===== src/rtl/spi_flash_pkg.sv =====
// Shared types and constants for the read-only SPI flash controller.
package spi_flash_pkg;

    // Controller sequencing: one command frame per granted request.
    typedef enum logic [1:0] {
        IDLE,
        SHIFT,
        DONE,
        GAP
    } state_t;

    // Standard serial-flash READ opcode (no dummy cycles).
    localparam logic [7:0] CMD_READ = 8'h03;

    // One frame: 8 command bits, 24 address bits, 32 data bits.
    localparam int XFER_BITS = 64;

    // Bit counter width; it wraps naturally from 63 back to 0.
    localparam int BIT_CNT_W = 6;

    // Flash returns bytes lowest address first; the core wants little-endian words.
    function automatic logic [31:0] byte_swap(input logic [31:0] w);
        return {w[7:0], w[15:8], w[23:16], w[31:24]};
    endfunction

    // Full outgoing frame; the trailing zeros are clocked out while data comes back.
    function automatic logic [XFER_BITS-1:0] read_frame(input logic [23:0] addr);
        return {CMD_READ, addr, 32'h0000_0000};
    endfunction

endpackage


===== src/rtl/spi_flash_shifter.sv =====
// SPI mode-0 bit engine: divides clk down to sck, shifts a 64-bit frame out
// on sdo MSB-first and collects sdi into the same register as bits leave it.
module spi_flash_shifter
    import spi_flash_pkg::*;
#(
    parameter int CLK_DIV = 2
) (
    input  logic                 clk,
    input  logic                 reset,
    input  logic                 start,
    input  logic [XFER_BITS-1:0] shift_word,
    output logic                 busy,
    output logic                 done,
    output logic [31:0]          rx_word,
    output logic                 sck,
    output logic                 sdo,
    input  logic                 sdi
);

    localparam int DIV_W = (CLK_DIV > 1) ? $clog2(CLK_DIV) : 1;
    localparam logic [DIV_W-1:0]     DIV_LAST = DIV_W'(CLK_DIV - 1);
    localparam logic [BIT_CNT_W-1:0] LAST_BIT = BIT_CNT_W'(XFER_BITS - 1);

    logic [DIV_W-1:0]     div_cnt;
    logic [BIT_CNT_W-1:0] bit_cnt;
    logic [XFER_BITS-1:0] shift_reg;
    logic                 sck_q;
    logic                 busy_q;
    logic                 sample_q;
    logic                 phase_end;
    logic                 sck_fall;
    logic                 sample_now;
    logic                 rx_bit;

    // Decode where we are inside the current sck half-period.
    always_comb begin
        phase_end  = busy_q && (div_cnt == DIV_LAST);
        sck_fall   = phase_end && sck_q;
        sample_now = busy_q && sck_q && (div_cnt == '0);
        // With CLK_DIV=1 the sample and the falling edge share a cycle, so
        // the freshly sampled bit must bypass sample_q.
        rx_bit     = sample_now ? sdi : sample_q;
    end

    // Divider, sck toggling, sdi capture and frame shifting.
    always_ff @(posedge clk) begin
        // NOTE: state registers use non-blocking assignments so every flop
        // samples the pre-edge value of its neighbours, as real hardware does.
        if (reset) begin
            div_cnt   <= '0;
            bit_cnt   <= '0;
            shift_reg <= '0;
            sck_q     <= 1'b0;
            busy_q    <= 1'b0;
            sample_q  <= 1'b0;
        end else if (!busy_q) begin
            if (start) begin
                shift_reg <= shift_word;
                busy_q    <= 1'b1;
                div_cnt   <= '0;
                bit_cnt   <= '0;
                sck_q     <= 1'b0;
            end
        end else begin
            if (sample_now) begin
                sample_q <= sdi;
            end
            if (phase_end) begin
                div_cnt <= '0;
                sck_q   <= ~sck_q;
            end else begin
                div_cnt <= div_cnt + 1'b1;
            end
            // Falling sck: next MOSI bit moves to the MSB, sampled MISO bit enters at the LSB.
            if (sck_fall) begin
                shift_reg <= {shift_reg[XFER_BITS-2:0], rx_bit};
                bit_cnt   <= bit_cnt + 1'b1;
                if (bit_cnt == LAST_BIT) begin
                    busy_q <= 1'b0;
                end
            end
        end
    end

    // Last cycle of the last bit; the frame register holds all 64 samples one edge later.
    assign done    = sck_fall && (bit_cnt == LAST_BIT);
    assign busy    = busy_q;
    assign sck     = sck_q;
    assign sdo     = busy_q & shift_reg[XFER_BITS-1];
    assign rx_word = shift_reg[31:0];

endmodule


===== src/rtl/spi_flash_reader.sv =====
// Read-only SPI flash controller: round-robin arbitration between the
// instruction-fetch port (0) and the data-load port (1); each grant runs one
// READ frame and returns a little-endian 32-bit word.
module spi_flash_reader
    import spi_flash_pkg::*;
#(
    parameter int          CLK_DIV      = 2,
    parameter logic [23:0] FLASH_OFFSET = 24'h200000,
    parameter int          CS_HIGH      = 2
) (
    input  logic        clk,
    input  logic        reset,
    input  logic [1:0]  req_valid,
    input  logic [23:0] req_addr0,
    input  logic [23:0] req_addr1,
    output logic [1:0]  resp_ready,
    output logic [31:0] resp_rdata,
    output logic        sck,
    output logic        sdo,
    input  logic        sdi,
    output logic        cs
);

    localparam int GAP_W = (CS_HIGH > 2) ? $clog2(CS_HIGH - 1) : 1;
    localparam logic [GAP_W-1:0] GAP_LAST = GAP_W'((CS_HIGH >= 2) ? (CS_HIGH - 2) : 0);

    state_t               state;
    state_t               state_next;
    logic                 last_grant;
    logic                 grant_valid;
    logic                 grant_port;
    logic [21:0]          sel_word;
    logic [23:0]          flash_addr;
    logic [XFER_BITS-1:0] frame;
    logic [GAP_W-1:0]     gap_cnt;
    logic [31:0]          rdata_q;
    logic                 start;
    logic                 sh_busy;
    logic                 sh_done;
    logic [31:0]          sh_rx_word;
    logic                 unused_addr_bits;

    // Requests are word-aligned; the byte-offset bits carry no meaning here.
    assign unused_addr_bits = ^{req_addr0[1:0], req_addr1[1:0]};

    // Round-robin arbiter and flash address arithmetic (24-bit, wraps silently).
    always_comb begin
        grant_valid = |req_valid;
        grant_port  = 1'b0;
        if (req_valid == 2'b11) begin
            grant_port = ~last_grant;
        end else begin
            grant_port = req_valid[1];
        end
        sel_word   = grant_port ? req_addr1[23:2] : req_addr0[23:2];
        flash_addr = {sel_word, 2'b00} + FLASH_OFFSET;
        frame      = read_frame(flash_addr);
    end

    // Next-state logic: IDLE -> SHIFT -> DONE -> GAP -> IDLE.
    always_comb begin
        // NOTE: every output of a combinational block gets a default first,
        // so no path leaves a signal unassigned and no latch is inferred.
        state_next = state;
        start      = 1'b0;
        case (state)
            IDLE: begin
                if (grant_valid) begin
                    start      = 1'b1;
                    state_next = SHIFT;
                end
            end
            SHIFT: begin
                if (sh_done) begin
                    state_next = DONE;
                end
            end
            DONE: begin
                state_next = (CS_HIGH > 1) ? GAP : IDLE;
            end
            GAP: begin
                if (gap_cnt == GAP_LAST) begin
                    state_next = IDLE;
                end
            end
            default: begin
                state_next = IDLE;
            end
        endcase
    end

    // State register, grant history, cs-high gap counter and held read data.
    always_ff @(posedge clk) begin
        if (reset) begin
            state      <= IDLE;
            last_grant <= 1'b1;
            gap_cnt    <= '0;
            rdata_q    <= '0;
        end else begin
            state <= state_next;
            if (state == IDLE && grant_valid) begin
                last_grant <= grant_port;
            end
            if (state == GAP) begin
                gap_cnt <= gap_cnt + 1'b1;
            end else begin
                gap_cnt <= '0;
            end
            if (state == DONE) begin
                rdata_q <= byte_swap(sh_rx_word);
            end
        end
    end

    spi_flash_shifter #(
        .CLK_DIV(CLK_DIV)
    ) u_shifter (
        .clk       (clk),
        .reset     (reset),
        .start     (start),
        .shift_word(frame),
        .busy      (sh_busy),
        .done      (sh_done),
        .rx_word   (sh_rx_word),
        .sck       (sck),
        .sdo       (sdo),
        .sdi       (sdi)
    );

    // The shifter is busy for exactly the SHIFT state, so it frames cs directly.
    assign cs = ~sh_busy;

    // Response mux: fresh word in the DONE cycle, the held copy afterwards.
    assign resp_ready = (state == DONE) ? (last_grant ? 2'b10 : 2'b01) : 2'b00;
    assign resp_rdata = (state == DONE) ? byte_swap(sh_rx_word) : rdata_q;

endmodule


===== config.mk =====
export PLATFORM = sky130hd
export DESIGN_NAME = spi_flash_reader
export DESIGN_NICKNAME = d
export VERILOG_FILES = /design/src/rtl/spi_flash_pkg.sv /design/src/rtl/spi_flash_shifter.sv /design/src/rtl/spi_flash_reader.sv
export SDC_FILE = /design/constraint.sdc
export NUM_CORES = 1
export LEC_CHECK = 0
export ABC_AREA = 1
export CAP_MARGIN = 20
export CORE_MARGIN = 5
export CORE_UTILIZATION = 50
export DETAILED_ROUTE_END_ITERATION = 10
export PLACE_DENSITY_LB_ADDON = 0.1
export SLEW_MARGIN = 20
export SYNTH_ARGS = -nofsm -noshare
export SYNTH_HDL_FRONTEND = slang
export SYNTH_HIERARCHICAL = 1
export SYNTH_SLANG_ARGS = --single-unit

===== constraint.sdc =====
create_clock -name clk -period 1.9 [get_ports clk]
set_input_delay 0.19 -clock clk [delete_from_list [all_inputs] [get_ports clk]]
set_output_delay 0.19 -clock clk [all_outputs]
set_load 0.03 [all_outputs]

; After elaboration in Yosys (flattened, before gate mapping)
; Cells that the tools add are included.
[totals]
out_inout_bits = 37
latch_bits = 0
regBits = 110
mem_count = 0
rom_bits = 0
wordCells = 70
input_bits = 53
ramBits = 0
[classes]
addsub = 4
n_div = 0
n_eq_ne = 10
n_lt_le_gt_ge = 0
muxes = 27
shifts = 0
n_mul = 0
n_reduce_logical = 13
n_bitwise = 6
[ops]
columns = cell, count
row1 = $mux 64, 3
row2 = $mux 32, 1
row3 = $add 24x22->24 const B, 1
row4 = $mux 22, 1
row5 = $mux 6, 3
row6 = $mux 1, 13
row7 = $mux 2, 5
row8 = $ne 2x2->1 const B, 5
row9 = $pmux 2 s4, 1
row10 = $add 6x1->6 const B, 1
row11 = $eq 2x2->1 const B, 3
row12 = $eq 6x6->1 const B, 1
row13 = $logic_and 1x1->1, 6
row14 = $not 1->1, 5
row15 = $reduce_and 2->1, 2
row16 = $reduce_or 2->1, 2
row17 = $reduce_and 3->1, 1
row18 = $add 1x1->1 const B, 2
row19 = $eq 2x1->1 const B, 1
row20 = $logic_not 2->1, 1
row21 = $reduce_bool 2->1, 1
row22 = $and 1x1->1, 1

; Longest topological paths before layout
[logic_depth]
ltp_word = 6
depth_mapped = 12
depth_no_buf = 11

; By module
; Netlist, hierarchy kept.
[modules_own_cells]
columns = mod, seq_area_each_um2, cells_each, n_inst, area_each_um2
row1 = spi_flash_shifter, 1481.4, 460, 1, 3387.0
row2 = spi_flash_reader, 720.7, 300, 1, 1971.9

; Least setup slack after synthesis
; Ideal clock, no wire load.
[synth_timing]
kind = reg2out
from = reg state[0]
to = out resp_ready[0]
arrival_ns = 1.324
slack_ns = 0.386
stages_incl_launch_ff = 7
path_cell_list = dfxtp_1 > inv_1 > ha_1 > buf_6 > clkinv_4 > buf_6 > nor2_1
[synth_via]
elab_chain_cells = 2
[synth_rtl]
columns = item, line
row1 = from (decl), spi_flash_reader.sv:27  ; state_t state;
row2 = from (signal assigned), spi_flash_reader.sv:100  ; state <= state_next;
row3 = $eq 2x2->1, spi_flash_reader.sv:134  ; assign resp_ready = (state == DONE) ? (last_grant ? 2'b10 : 2'b01) : 2'b00;
row4 = $mux 2, spi_flash_reader.sv:134
row5 = to (decl), spi_flash_reader.sv:16  ; output logic [1:0] resp_ready,
; No other way between the ends.

; Worst setup path in the final report
[layout_timing]
from = reg state[0]
to = out resp_rdata[17]
[layout_via]
elab_chain_cells = 2
[layout_rtl]
columns = item, line
row1 = $eq 2x2->1, spi_flash_reader.sv:135  ; assign resp_rdata = (state == DONE) ? byte_swap(sh_rx_word) : rdata_q;
row2 = $mux 32, --
row3 = to (decl), spi_flash_reader.sv:17  ; output logic [31:0] resp_rdata,
; No other way between the ends.

==> results.md <==
* Total Wirelength at about 12000 um
* CTS tree: done
* Commonest cells post-synth: 306 x nand2_1, 110 x dfxtp_1, 64 x a31oi_1, 64 x o21ai_0, 33 x buf_4
* Largest net degree at the start of global routing at 66
* I/O pins at 90
* Clk sink count at 110
* Fraction of layout cells with a size suffix above 1 at 12.4%
* Worst min-delay path class: input pin to register
* Worst slew pin tran at between 0.6 and 0.7 ns
* Tcrit/Tclk final at a little over nine tenths
* Hold path start: reset
* Rows at 37
* EDFF count, synth at 0
* Crit start category: register
* Remaining DRCs at 0
* Min Hold Slack at about 0.3 ns
* Final setup fails at 0
* FF-to-FF setup slack at 0.18 ns
* Share of the synthesized area in the top cell type at 41.1%
* Core area at 10400 sq um
* Initial Util at about half
* Chip Height at ~110 um
* Yosys reg bits at 110
* Post-DP HPWL at 7550 um
* Die W at 114 um
* Pwr Total at 8270 uW
* Via density at 4.93
* Yosys warnings at 6
* Synth top area cells: dfxtp_1 41%, nand2_1 21%, a31oi_1 7.5%
* Relative slew margins at 56.8%
* Worst R2R Start: state[1]
* Clk slew on worst S/H paths at 0.10 ns
* First-pass iteration count of the detailed router at 4
* Synth Flop Type: dfxtp_1
* Pwr dens at about 1300 nW/um^2
* Setup TNS at 0 ns
* Crit path from: state[0]
* Number of antenna violations at the first check in global routing at 0
* Critical Path Sink Type: primary output
* Via count at 4782
* Routability cong. at 0.781
* Post-Place Cells at 951
* Post-CTS setup buffer count at 0
* Overflow after GRT at 0
* Finished Layout Cells at 970
* Gr usage total at 18.3%
* Worst skew pair latency at 0.36 ns
* Routed Antenna Nets at 0
* Port Buffers at 85
* Most common cell in the synthesized netlist: nand2_1
* Starting DRT DRC Count at 237
* Nets at between 800 and 900
* Hold buffers post-CTS at 0
* Mapped Area at 5360 sq um
* Clock Skew at 0.00809 ns
* Max FO, Critical Path at 8
* Inserted Diodes at 0
* Maximum clock rate at 550 MHz
* Worst-case clock buffer depth at 2
* CTS Buf Count at 9
* Peak VDD IR at ~0.52 mV
* Data required time of the critical path at 1.71 ns
* Fill count at roughly 1000
* Max FFs per register at 64
* Pins Over Slew Limit at 0
* Sequential area share after synthesis at 41.1%
* Root Driver: clkbuf_8
* H-tree levels at 3
* WL per Instance at 11.9 um
* First-pass GRT wire length at about 20000 um
* Hold Violations, Final at 0
* Avg Cell Area, Syn at ~7.1 sq um
* Synth cell types at 23
* Area grow syn2layout at 17.7%
* Gate count of the mapped netlist at 760
* Arrival @ worst endpoint at between 1.5 and 2 ns
* CP Class: register to primary output
* Fraction of registers with async set/reset at 0%
* Leakage at about 0.0029 uW
* Die ar. at around 13000 sq um
* Maxcap violations at 0
* Vias in the first global route at roughly 4600
* Leading area contributor after synthesis: dfxtp_1
* Final min period at 1.82 ns
* Status: complete, no violations
worst max-delay path: stages (launching register included):
cell	delay, ns
dfxtp_2	0.35
inv_2	0.09
ha_4	0.29
clkbuf_16	0.21
nand2_1	0.08
nand2_1	0.08
buf_4	0.15
worst paths after layout:
| check | end | cells after the start |
|---|---|---|
| worst max-delay path | resp_rdata[17] | 6 |
| worst min-delay path | u_shifter/shift_reg[60] | 5 |
| worst max register to register | u_shifter/shift_reg[42] | 9 |
| worst min register to register | gap_cnt | 1 |
cell usage in the layout, fill, tap and decap left out, types with 2 or more instances in the layout:
cell type          n
nand2_1          306
clkinv_2           2
a21oi_2            9
inv_8              2
o21ai_0           64
buf_4             43
buf_12             4
a21oi_1           31
nand3_1            9
ha_1               6
inv_1             25
inv_6              2
a31oi_1           64
nand4_1            2
nand2_2           13
nor2_1            22
o21ai_1            3
dfxtp_1          107
clkdlybuf4s50_1   49
clkbuf_16          2
conb_1            42
clkbuf_8          12
dfxtp_2            3
inv_2              5
where the power goes:
part / total [uW] / internal, uW / switching [uW]
Clock: 1370 / 591 / 779
Sequential: 3420 / 2990 / 422
Combinational: 3480 / 1290 / 2190
Total: 8270 / 4870 / 3390
cells by family after synthesis:
kind of cell	Yosys count	synth area share, %
DFF	110	41.1
adders and majority gates	7	1.63
other	2	0.140
buffers and inverters	114	12.8
and+or+nand+nor	356	26.3
AOI/OAI and AO/OA	171	18.1
timing repair:
| item | in CTS | in global routing |
|---|---|---|
| setup endpoints to repair | 34 | 65 |
| gates resized for setup | 6 | 7 |
| pin swaps | 0 | 0 |
| cloned | 1 | 2 |
routing by layer:
| metal | wire, um | vias up | track usage, % |
|---|---|---|---|
| li1 | - | 2528 | - |
| met1 | 5310 | 2136 | 22.1 |
| met2 | 5460 | 108 | 32.5 |
| met3 | 599 | 10 | 3.08 |
| met4 | 154 | 0 | 6.65 |
| met5 | 0 | - | 0 |
layout make-up:
cell class,instances,area (sq um),area share (%)
clock buffer,12,165,2.62
clock inverter,4,27.5,0.436
inverter,31,124,1.96
timing repair inverter,1,11.3,0.179
sequential,110,2210,35.0
timing repair buffer,100,960,15.2
multi-input combinational,576,2640,41.9
tap,136,170,2.70
stage by stage:
stage / util (%) / instance area (sq um) / setup slack [ns]
3_3_place_gp: 58.0 / 6010 / 0.0798
4_1_cts: 60.1 / 6240 / -0.00992
2_1_floorplan: - / 5510 / 0.386
6_report: 60.8 / 6310 / 0.0812
3_5_place_dp: 58.0 / 6010 / -0.0267
5_1_grt: 60.8 / 6310 / -0.00157
Power figures use the tool's default switching activity.
